$ cat config.mk
export PLATFORM = sky130hd
export DESIGN_NAME = bullet_launcher_flat
export DESIGN_NICKNAME = d
export VERILOG_FILES = /design/src/rtl/bullet_launcher_if.sv /design/src/rtl/bullet_launcher.sv /design/src/flat_wrapper.sv
export SDC_FILE = /design/constraint.sdc
export NUM_CORES = 1
export LEC_CHECK = 0
export BUFFER_PORTS_ARGS = -buffer_cell sky130_fd_sc_hd__buf_2
export CORE_UTILIZATION = 50
export DETAILED_ROUTE_END_ITERATION = 7
export HOLD_SLACK_MARGIN = 0.08
export PLACE_DENSITY = 0.74
export SYNTH_ARGS = -nofsm -noshare
export SYNTH_HDL_FRONTEND = slang
export SYNTH_SLANG_ARGS = --single-unit
$ cat constraint.sdc
create_clock -name clk_60hz -period 4.3 [get_ports clk_60hz]
set_input_delay 0.43 -clock clk_60hz [delete_from_list [all_inputs] [get_ports clk_60hz]]
set_output_delay 0.43 -clock clk_60hz [all_outputs]
set_load 0.03 [all_outputs]
$ cat src/rtl/bullet_launcher_if.sv
// Fire-control bundle between input conditioning (master) and the bullet launcher (slave).
// The launcher's outputs feed the bullet slots. in_use comes back from those slots.
interface bullet_launcher_if #(
    parameter int NUM_BULLETS = 4
);
    logic                   fire;
    logic                   direction_in;
    logic [9:0]             shipX;
    logic [NUM_BULLETS-1:0] in_use;
    logic [NUM_BULLETS-1:0] start_bullet;
    logic                   direction;
    logic [9:0]             launch_x;
    logic                   busy;
    logic                   drop;
    logic [7:0]             shots_fired;

    modport master (
        output fire, direction_in, shipX, in_use,
        input  start_bullet, direction, launch_x, busy, drop, shots_fired
    );

    modport slave (
        input  fire, direction_in, shipX, in_use,
        output start_bullet, direction, launch_x, busy, drop, shots_fired
    );
endinterface

$ cat src/rtl/bullet_launcher.sv
// Round-robin bullet launcher with ack timeout and per-shot frame cooldown.
// Optional macro BULLET_LAUNCHER_AUTOFIRE_EN: in IDLE, a fire level (not only a rise) starts a launch.
module bullet_launcher #(
    parameter int NUM_BULLETS = 4,
    parameter int COOLDOWN    = 8,
    parameter int ACK_TIMEOUT = 3
) (
    input  logic              clk_60hz,
    input  logic              reset,
    bullet_launcher_if.slave  bus
);

    localparam int             PTR_W     = (NUM_BULLETS > 1) ? $clog2(NUM_BULLETS) : 1;
    localparam logic [7:0]     COOL_INIT = 8'(COOLDOWN);
    localparam logic [3:0]     ACK_INIT  = 4'(ACK_TIMEOUT);
    localparam logic [PTR_W-1:0] LAST_SLOT = PTR_W'(NUM_BULLETS - 1);

    typedef enum logic [2:0] {
        IDLE,
        SELECT,
        LAUNCH,
        WAIT_ACK,
        COOL
    } state_t;

    state_t             state_reg, state_next;
    logic               fire_q_reg;
    logic [PTR_W-1:0]   next_ptr_reg, next_ptr_next;
    logic [PTR_W-1:0]   slot_reg, slot_next;
    logic [9:0]         launch_x_reg, launch_x_next;
    logic               direction_reg, direction_next;
    logic [3:0]         timeout_reg, timeout_next;
    logic [7:0]         cool_reg, cool_next;
    logic [7:0]         shots_reg, shots_next;
    logic               drop_reg, drop_next;

    logic               fire_start;
    logic [PTR_W-1:0]   cand_idx [NUM_BULLETS];
    logic [NUM_BULLETS-1:0] cand_free;
    logic               sel_found;
    logic [PTR_W-1:0]   sel_idx;
    logic               slot_ack;
    logic [NUM_BULLETS-1:0] start_bullet_c;
    logic               busy_c;

`ifdef BULLET_LAUNCHER_AUTOFIRE_EN
    assign fire_start = bus.fire;
`else
    assign fire_start = bus.fire & ~fire_q_reg;
`endif

    function automatic logic [PTR_W-1:0] ptr_inc(input logic [PTR_W-1:0] p);
        if (p == LAST_SLOT) begin
            return '0;
        end
        return p + 1'b1;
    endfunction

    // Candidate gi is the gi-th slot visited when scanning from next_ptr.
    generate
        for (genvar gi = 0; gi < NUM_BULLETS; gi++) begin : g_scan
            assign cand_idx[gi]  = PTR_W'((32'(next_ptr_reg) + 32'(gi)) % NUM_BULLETS);
            assign cand_free[gi] = ~bus.in_use[cand_idx[gi]];
        end
    endgenerate

    // Walk backwards so the earliest free candidate in scan order wins.
    always_comb begin
        sel_found = 1'b0;
        sel_idx   = '0;
        for (int i = NUM_BULLETS - 1; i >= 0; i--) begin
            if (cand_free[i]) begin
                sel_found = 1'b1;
                sel_idx   = cand_idx[i];
            end
        end
    end

    assign slot_ack = bus.in_use[slot_reg];

    always_ff @(posedge clk_60hz) begin
        if (!reset) begin
            state_reg     <= IDLE;
            fire_q_reg    <= 1'b1;
            next_ptr_reg  <= '0;
            slot_reg      <= '0;
            launch_x_reg  <= '0;
            direction_reg <= 1'b0;
            timeout_reg   <= '0;
            cool_reg      <= '0;
            shots_reg     <= '0;
            drop_reg      <= 1'b0;
        end else begin
            state_reg     <= state_next;
            fire_q_reg    <= bus.fire;
            next_ptr_reg  <= next_ptr_next;
            slot_reg      <= slot_next;
            launch_x_reg  <= launch_x_next;
            direction_reg <= direction_next;
            timeout_reg   <= timeout_next;
            cool_reg      <= cool_next;
            shots_reg     <= shots_next;
            drop_reg      <= drop_next;
        end
    end

    always_comb begin
        state_next     = state_reg;
        next_ptr_next  = next_ptr_reg;
        slot_next      = slot_reg;
        launch_x_next  = launch_x_reg;
        direction_next = direction_reg;
        timeout_next   = timeout_reg;
        cool_next      = cool_reg;
        shots_next     = shots_reg;
        drop_next      = 1'b0;
        case (state_reg)
            IDLE: begin
                if (fire_start) begin
                    state_next = SELECT;
                end
            end
            SELECT: begin
                if (sel_found) begin
                    slot_next      = sel_idx;
                    launch_x_next  = bus.shipX;
                    direction_next = bus.direction_in;
                    state_next     = LAUNCH;
                end else begin
                    drop_next  = 1'b1;
                    state_next = IDLE;
                end
            end
            LAUNCH: begin
                timeout_next = ACK_INIT;
                state_next   = WAIT_ACK;
            end
            WAIT_ACK: begin
                if (slot_ack) begin
                    shots_next    = shots_reg + 8'd1;
                    next_ptr_next = ptr_inc(slot_reg);
                    cool_next     = COOL_INIT;
                    state_next    = (COOLDOWN == 0) ? IDLE : COOL;
                end else begin
                    timeout_next = timeout_reg - 4'd1;
                    // Abandoned slot is skipped so a stuck slot cannot starve the pool.
                    if (timeout_reg <= 4'd1) begin
                        drop_next     = 1'b1;
                        next_ptr_next = ptr_inc(slot_reg);
                        state_next    = IDLE;
                    end
                end
            end
            COOL: begin
                cool_next = cool_reg - 8'd1;
                if (cool_reg <= 8'd1) begin
                    state_next = IDLE;
                end
            end
            default: begin
                state_next = IDLE;
            end
        endcase
    end

    always_comb begin
        start_bullet_c = '0;
        busy_c         = (state_reg != IDLE);
        if (state_reg == LAUNCH) begin
            start_bullet_c[slot_reg] = 1'b1;
        end
    end

    assign bus.start_bullet = start_bullet_c;
    assign bus.busy         = busy_c;
    assign bus.direction    = direction_reg;
    assign bus.launch_x     = launch_x_reg;
    assign bus.drop         = drop_reg;
    assign bus.shots_fired  = shots_reg;

    a_start_onehot0: assert property (@(posedge clk_60hz) disable iff (!reset)
        $onehot0(start_bullet_c));
    a_start_single_cycle: assert property (@(posedge clk_60hz) disable iff (!reset)
        (start_bullet_c != '0) |=> (start_bullet_c == '0));

endmodule

$ cat src/flat_wrapper.sv
// flat-port wrapper written by rule: the top's interface ports become plain ports
module bullet_launcher_flat 
#(
    parameter int NUM_BULLETS = 4,
    parameter int COOLDOWN    = 8,
    parameter int ACK_TIMEOUT = 3
)
  (clk_60hz, reset, bus_fire, bus_direction_in, bus_shipX, bus_in_use, bus_start_bullet, bus_direction, bus_launch_x, bus_busy, bus_drop, bus_shots_fired);
  bullet_launcher_if #(.NUM_BULLETS(NUM_BULLETS)) bus_i ();
  input  logic clk_60hz;
  input  logic reset;
  input wire logic [$bits(bus_i.fire)-1:0] bus_fire;
  input wire logic [$bits(bus_i.direction_in)-1:0] bus_direction_in;
  input wire logic [$bits(bus_i.shipX)-1:0] bus_shipX;
  input wire logic [$bits(bus_i.in_use)-1:0] bus_in_use;
  output wire logic [$bits(bus_i.start_bullet)-1:0] bus_start_bullet;
  output wire logic [$bits(bus_i.direction)-1:0] bus_direction;
  output wire logic [$bits(bus_i.launch_x)-1:0] bus_launch_x;
  output wire logic [$bits(bus_i.busy)-1:0] bus_busy;
  output wire logic [$bits(bus_i.drop)-1:0] bus_drop;
  output wire logic [$bits(bus_i.shots_fired)-1:0] bus_shots_fired;
  assign bus_i.fire = bus_fire;
  assign bus_i.direction_in = bus_direction_in;
  assign bus_i.shipX = bus_shipX;
  assign bus_i.in_use = bus_in_use;
  assign bus_start_bullet = bus_i.start_bullet;
  assign bus_direction = bus_i.direction;
  assign bus_launch_x = bus_i.launch_x;
  assign bus_busy = bus_i.busy;
  assign bus_drop = bus_i.drop;
  assign bus_shots_fired = bus_i.shots_fired;
  bullet_launcher #(.NUM_BULLETS(NUM_BULLETS), .COOLDOWN(COOLDOWN), .ACK_TIMEOUT(ACK_TIMEOUT)) u_core (.clk_60hz(clk_60hz), .reset(reset), .bus(bus_i));
endmodule
Word-level counts from Yosys, hierarchy flattened:

Index checks and enable logic that the tools add are counted.
Widths: inputs -> output; s select.

* register bits after elaboration: 40
* input port bits: 18
* output and inout port bits: 25
* logic and storage cells: 95

* eq/ne operators: 10
* add/sub/neg operators: 7
* mux-type cells: 46
* reduce and logical (&&, ||, !) cells: 12
* $lt $le $gt $ge: 8
* bitwise operators: 2

Operators by type and width (count)
* $mux 2: 10
* $mux 1: 19
* $pmux 8 s2: 1
* $lt 2x3->1 const B: 5
* $pmux 3 s5: 1
* $mux 3: 4
* $bmux 1 s2: 5
* $reduce_and 2->1: 5
* $add 8x1->8 const B: 1
* $le 8x1->1 const B: 1
* $mux 4: 2
* $mux 8: 1
* $pmux 4 s2: 1
* $sub 8x1->8 const B: 1
* $eq 3x2->1 const B: 2
* $ne 2x1->1 const B: 3
* $reduce_bool 2->1: 3
* $add 2x1->2 const B: 2
* $add 2x2->2 const B: 2
* $le 4x1->1 const B: 1
* $sub 4x1->4 const B: 1
* $eq 3x1->1 const B: 1
* $eq 3x3->1 const B: 1
* $logic_not 3->1: 1
* 11 further kinds: 11

Logic depth before layout (Yosys ltp):

* depth after elaboration: 9
* mapped depth: 6

Worst setup path after synthesis:

No wires, ideal clock.

* path type: reg2reg
* start: register u_core.slot_reg[0]
* end: register u_core.drop_reg (netlist: u_core.bus.drop)
* cell stages (with the launch flop): 6
* required time: 4227 ps
* path slack: 2607 ps
* arrival: 1620 ps
* buffers on the path: 1
* clock period less this slack: 1693 ps
* path through: dfxtp_1 mux4_2 buf_6 nor4_2 mux2i_1 nor3b_2

* longest elaborated chain between the ends: 4

Ends and longest elaborated chain
* from (decl): RTL line bullet_launcher.sv:29 `logic [PTR_W-1:0] slot_reg, slot_next;`
* from (signal assigned): RTL line bullet_launcher.sv:97 `slot_reg <= slot_next;`
* $bmux 1 s2: RTL line bullet_launcher.sv:79 `assign slot_ack = bus.in_use[slot_reg];`
* $mux 1 (not written as such): RTL line bullet_launcher.sv:79
* $mux 1: RTL line bullet_launcher.sv:139 `if (slot_ack) begin`
* $pmux 1 s2: RTL line bullet_launcher.sv:117 `case (state_reg)`
* to (signal assigned): RTL line bullet_launcher.sv:103 `drop_reg <= drop_next;`
* to (decl): RTL line bullet_launcher.sv:35 `logic drop_reg, drop_next;`

No other way between the ends. The select of a mux whose other input is x is not followed.
A chain may end at the register's enable or synchronous reset.

Final worst setup path:

* start: register u_core.state_reg[1]
* end: output bus_start_bullet[2]

* longest elaborated chain between the ends: 2

Ends and longest elaborated chain
* from (decl): RTL line bullet_launcher.sv:26 `state_t state_reg, state_next;`
* from (signal assigned): RTL line bullet_launcher.sv:94 `state_reg <= state_next;`
* $eq 3x2->1: RTL line bullet_launcher.sv:169 `if (state_reg == LAUNCH) begin`
* $mux 4: RTL line bullet_launcher.sv:169
* to (decl): RTL line flat_wrapper.sv:16 `output wire logic [$bits(bus_i.start_bullet)-1:0] bus_start_bullet;`

No other way between the ends.

==> reports/metrics.yaml <==
outcome: "finished, final reports clean"
avgSynthCellArea_um2: 8.503
critPathMaxStageDelay_ps: 510
viasPerCell: 5.361
cts_hold_buf: 0
clkSinkCount: 40
yosysTopAreaCellShare: 0.3924
root_buffer: "clkbuf_8"
slew_viol_final: 0
grt_start_max_net_pins: 47
synthFlopType: "dfxtp_1"
track_usage: 0.1946
postLayoutCoreUtil: 0.6140
cts.htree.levels: 2
start_util: 0.5372
wl_per_cell_um: 11.84
ir_worst_vdd_v: 0.0002353
yosys_warnings: 0
hold_class: "in -> reg"
mostFrequentLayoutCells: "42 x buf_2, 40 x dfxtp_1, 36 x nand2_1, 15 x a21boi_0, 14 x o21ai_0"
end_kind: "output pin"
clkTransAtPathRegs_ps: 70
num_vias: 1737
r2r_slack_ps: 2420
ios: 43
clock_latency_ps: 290
p_leak_nw: 0.9947
drt_pass1_iterations: 4
crit_end: "bus_start_bullet[2]"
place_congestion: 0.8436
synth_nets: 267
drive_gt1_frac: 0.1957
power_density_mw_per_mm2: 290.1
critPathLaunchType: "flop"
cp_num_buf_inv: 1
nNetsFinal: 305
clockBufferDepth: 2
insertedDiodeCount: 0
antenna_found_initial: 0
synth_largest_area_cell: "dfxtp_1"
port_buffers: 42
synth-edff-count: 0
r2r_cells: 4
startpoint: "u_core.state_reg[1]$_SDFFE_PN0P_"
synth_seq_cells: 40
grt_pass1_vias: 1555
cp_max_fo: 11
ys_seq_area_frac: 0.3924
finalSetupViolations: 0
drc: 0
rows: 22
cpLargestDelayFamily: "simple AND/OR/NAND/NOR gates"
cts_tree: "done"
drt_iter0_drc: 75
drv_cap: 0
grt-ovfl-total: 0
coreArea_mm2: 0.003799
ant_nets: 0
cts_setup_buffers: 0
grt_pass1_wl_um: 6610
tightest_slew_ps: 779.5
worstSetupPathDepth: 4
die_h_um: 65.89
syn-instance-count: 240
dpl-instance-area_mm2: 0.002263
cp_slowest_cell: "dfxtp_1"
syn-cell-area_mm2: 0.002041
final_common_cell: "buf_2"
final.setup.tns_ps: 0
period_needed_ps: 2110
finalClockSkew_ps: 3.807
drt-total-wl_um: 3837
hold_ws_ps: 340.6
largest_reg_flops: 10
hpwl_um: 2677
max_freq_mhz: 473.9
yosys.cell_types.count: 42
slew_headroom: 0.4792
arrival_ps: 1680
cts_made_buffers: 5
cp_data_required_time_ps: 3870
reg2reg_to: "u_core.cool_reg[7]$_SDFFE_PN0P_"
finalCritPeriodShare: 0.4907
rsz0062_at_grt: "false"
netlist_top_cells_area: "dfxtp_1 39%, nand2_1 6.6%, a21boi_0 5.5%, ha_1 5.5%, o21ai_0 3.4%"
finalPower_mw: 0.6766
hold_viol_final: 0
cts_resized: 0
cp_cell_sequence: "nand2b_1, nor2_1, and2_1, buf_2"
timing.rr.start: "u_core.state_reg[0]$_SDFFE_PN0P_"
syn_to_final_growth_pct: 14.29
fin_area_mm2: 0.002332
critPathKind: "reg -> out"
dieArea_mm2: 0.004341
die_w_um: 65.89
async_flop_share: 0
## worst register-to-register path, cell delays in order, from the launching register on
cell and delay, ps:
dfxtp_1 440, nor3b_1 710, nand4b_1 220, and3_1 240, o21a_1 170
## layer usage
metal / global-route usage / routed length (µm)
met1: 0.2500 / 1932
met2: 0.3061 / 1619
met3: 0.06034 / 227
met4: 0.06522 / 57
met5: 0 / 0
## metrics by stage
| step | setup WS, ps | instances |
|---|---|---|
| after floorplan | 2607 | 240 |
| after global placement | 2433 | 319 |
| after detailed placement | 2391 | 319 |
| after CTS | 2172 | 324 |
| after global routing | 2050 | 324 |
| final | 2190 | 324 |
## worst min-delay path by stage
stage / start / end / slack, ps / cells after the start
2_1_floorplan: u_core.cool_reg[5]$_SDFFE_PN0P_ / u_core.cool_reg[5]$_SDFFE_PN0P_ / 430 / 1
3_3_place_gp: u_core.bus.direction$_SDFFE_PN0P_ / u_core.bus.direction$_SDFFE_PN0P_ / 450 / 2
3_5_place_dp: u_core.bus.launch_x[1]$_SDFFE_PN0P_ / u_core.bus.launch_x[1]$_SDFFE_PN0P_ / 460 / 2
4_1_cts: bus_fire / u_core.fire_q_reg$_SDFF_PN1_ / 340 / 2
5_1_grt: bus_fire / u_core.fire_q_reg$_SDFF_PN1_ / 340 / 2
6_report: bus_fire / u_core.fire_q_reg$_SDFF_PN1_ / 340 / 2
## power breakdown
part	internal (mW)	total [mW]	switching (mW)
Sequential	0.378	0.386	0.00761
Combinational	0.0285	0.0727	0.0442
Clock	0.104	0.218	0.114
## synth_stat cells, types with 2 or more instances
| cell | count |
|---|---|
| or3_1 | 7 |
| ha_1 | 9 |
| inv_1 | 7 |
| o21ai_0 | 14 |
| buf_2 | 2 |
| nand2b_1 | 5 |
| a21boi_0 | 15 |
| mux2i_1 | 3 |
| nand3_1 | 8 |
| and2_1 | 11 |
| nor4_1 | 3 |
| a21oi_1 | 5 |
| o21a_1 | 5 |
| nor2_1 | 12 |
| nor3b_1 | 3 |
| dfxtp_1 | 40 |
| xnor2_1 | 5 |
| nor2b_1 | 5 |
| o31ai_1 | 2 |
| a31oi_1 | 2 |
| clkbuf_1 | 9 |
| mux2_2 | 2 |
| nand2_1 | 36 |
| and4_1 | 2 |
| nand4_1 | 4 |
| and3_1 | 4 |
| nand4b_1 | 2 |
| nor3_1 | 4 |
## cells by family after synthesis
group           Yosys count  share of synthesized area
compound gates           49                     0.1582
xor+xnor                  5                    0.02146
fa+ha+maj                 9                    0.05518
buf+inv                  19                    0.03985
flops                    40                     0.3924
mux                       6                    0.03679
simple gates            112                     0.2961
## final cells by class
class / count / area [µm²]
Multi-Input combinational cell: 181 / 1159
Clock buffer: 5 / 68.82
Sequential cell: 40 / 800.8
Fill cell: 354 / 1466
Inverter: 7 / 26.28
Tap cell: 48 / 60.06
Timing Repair Buffer: 43 / 217.7
No activity file was read; power rests on OpenSTA's default activity.
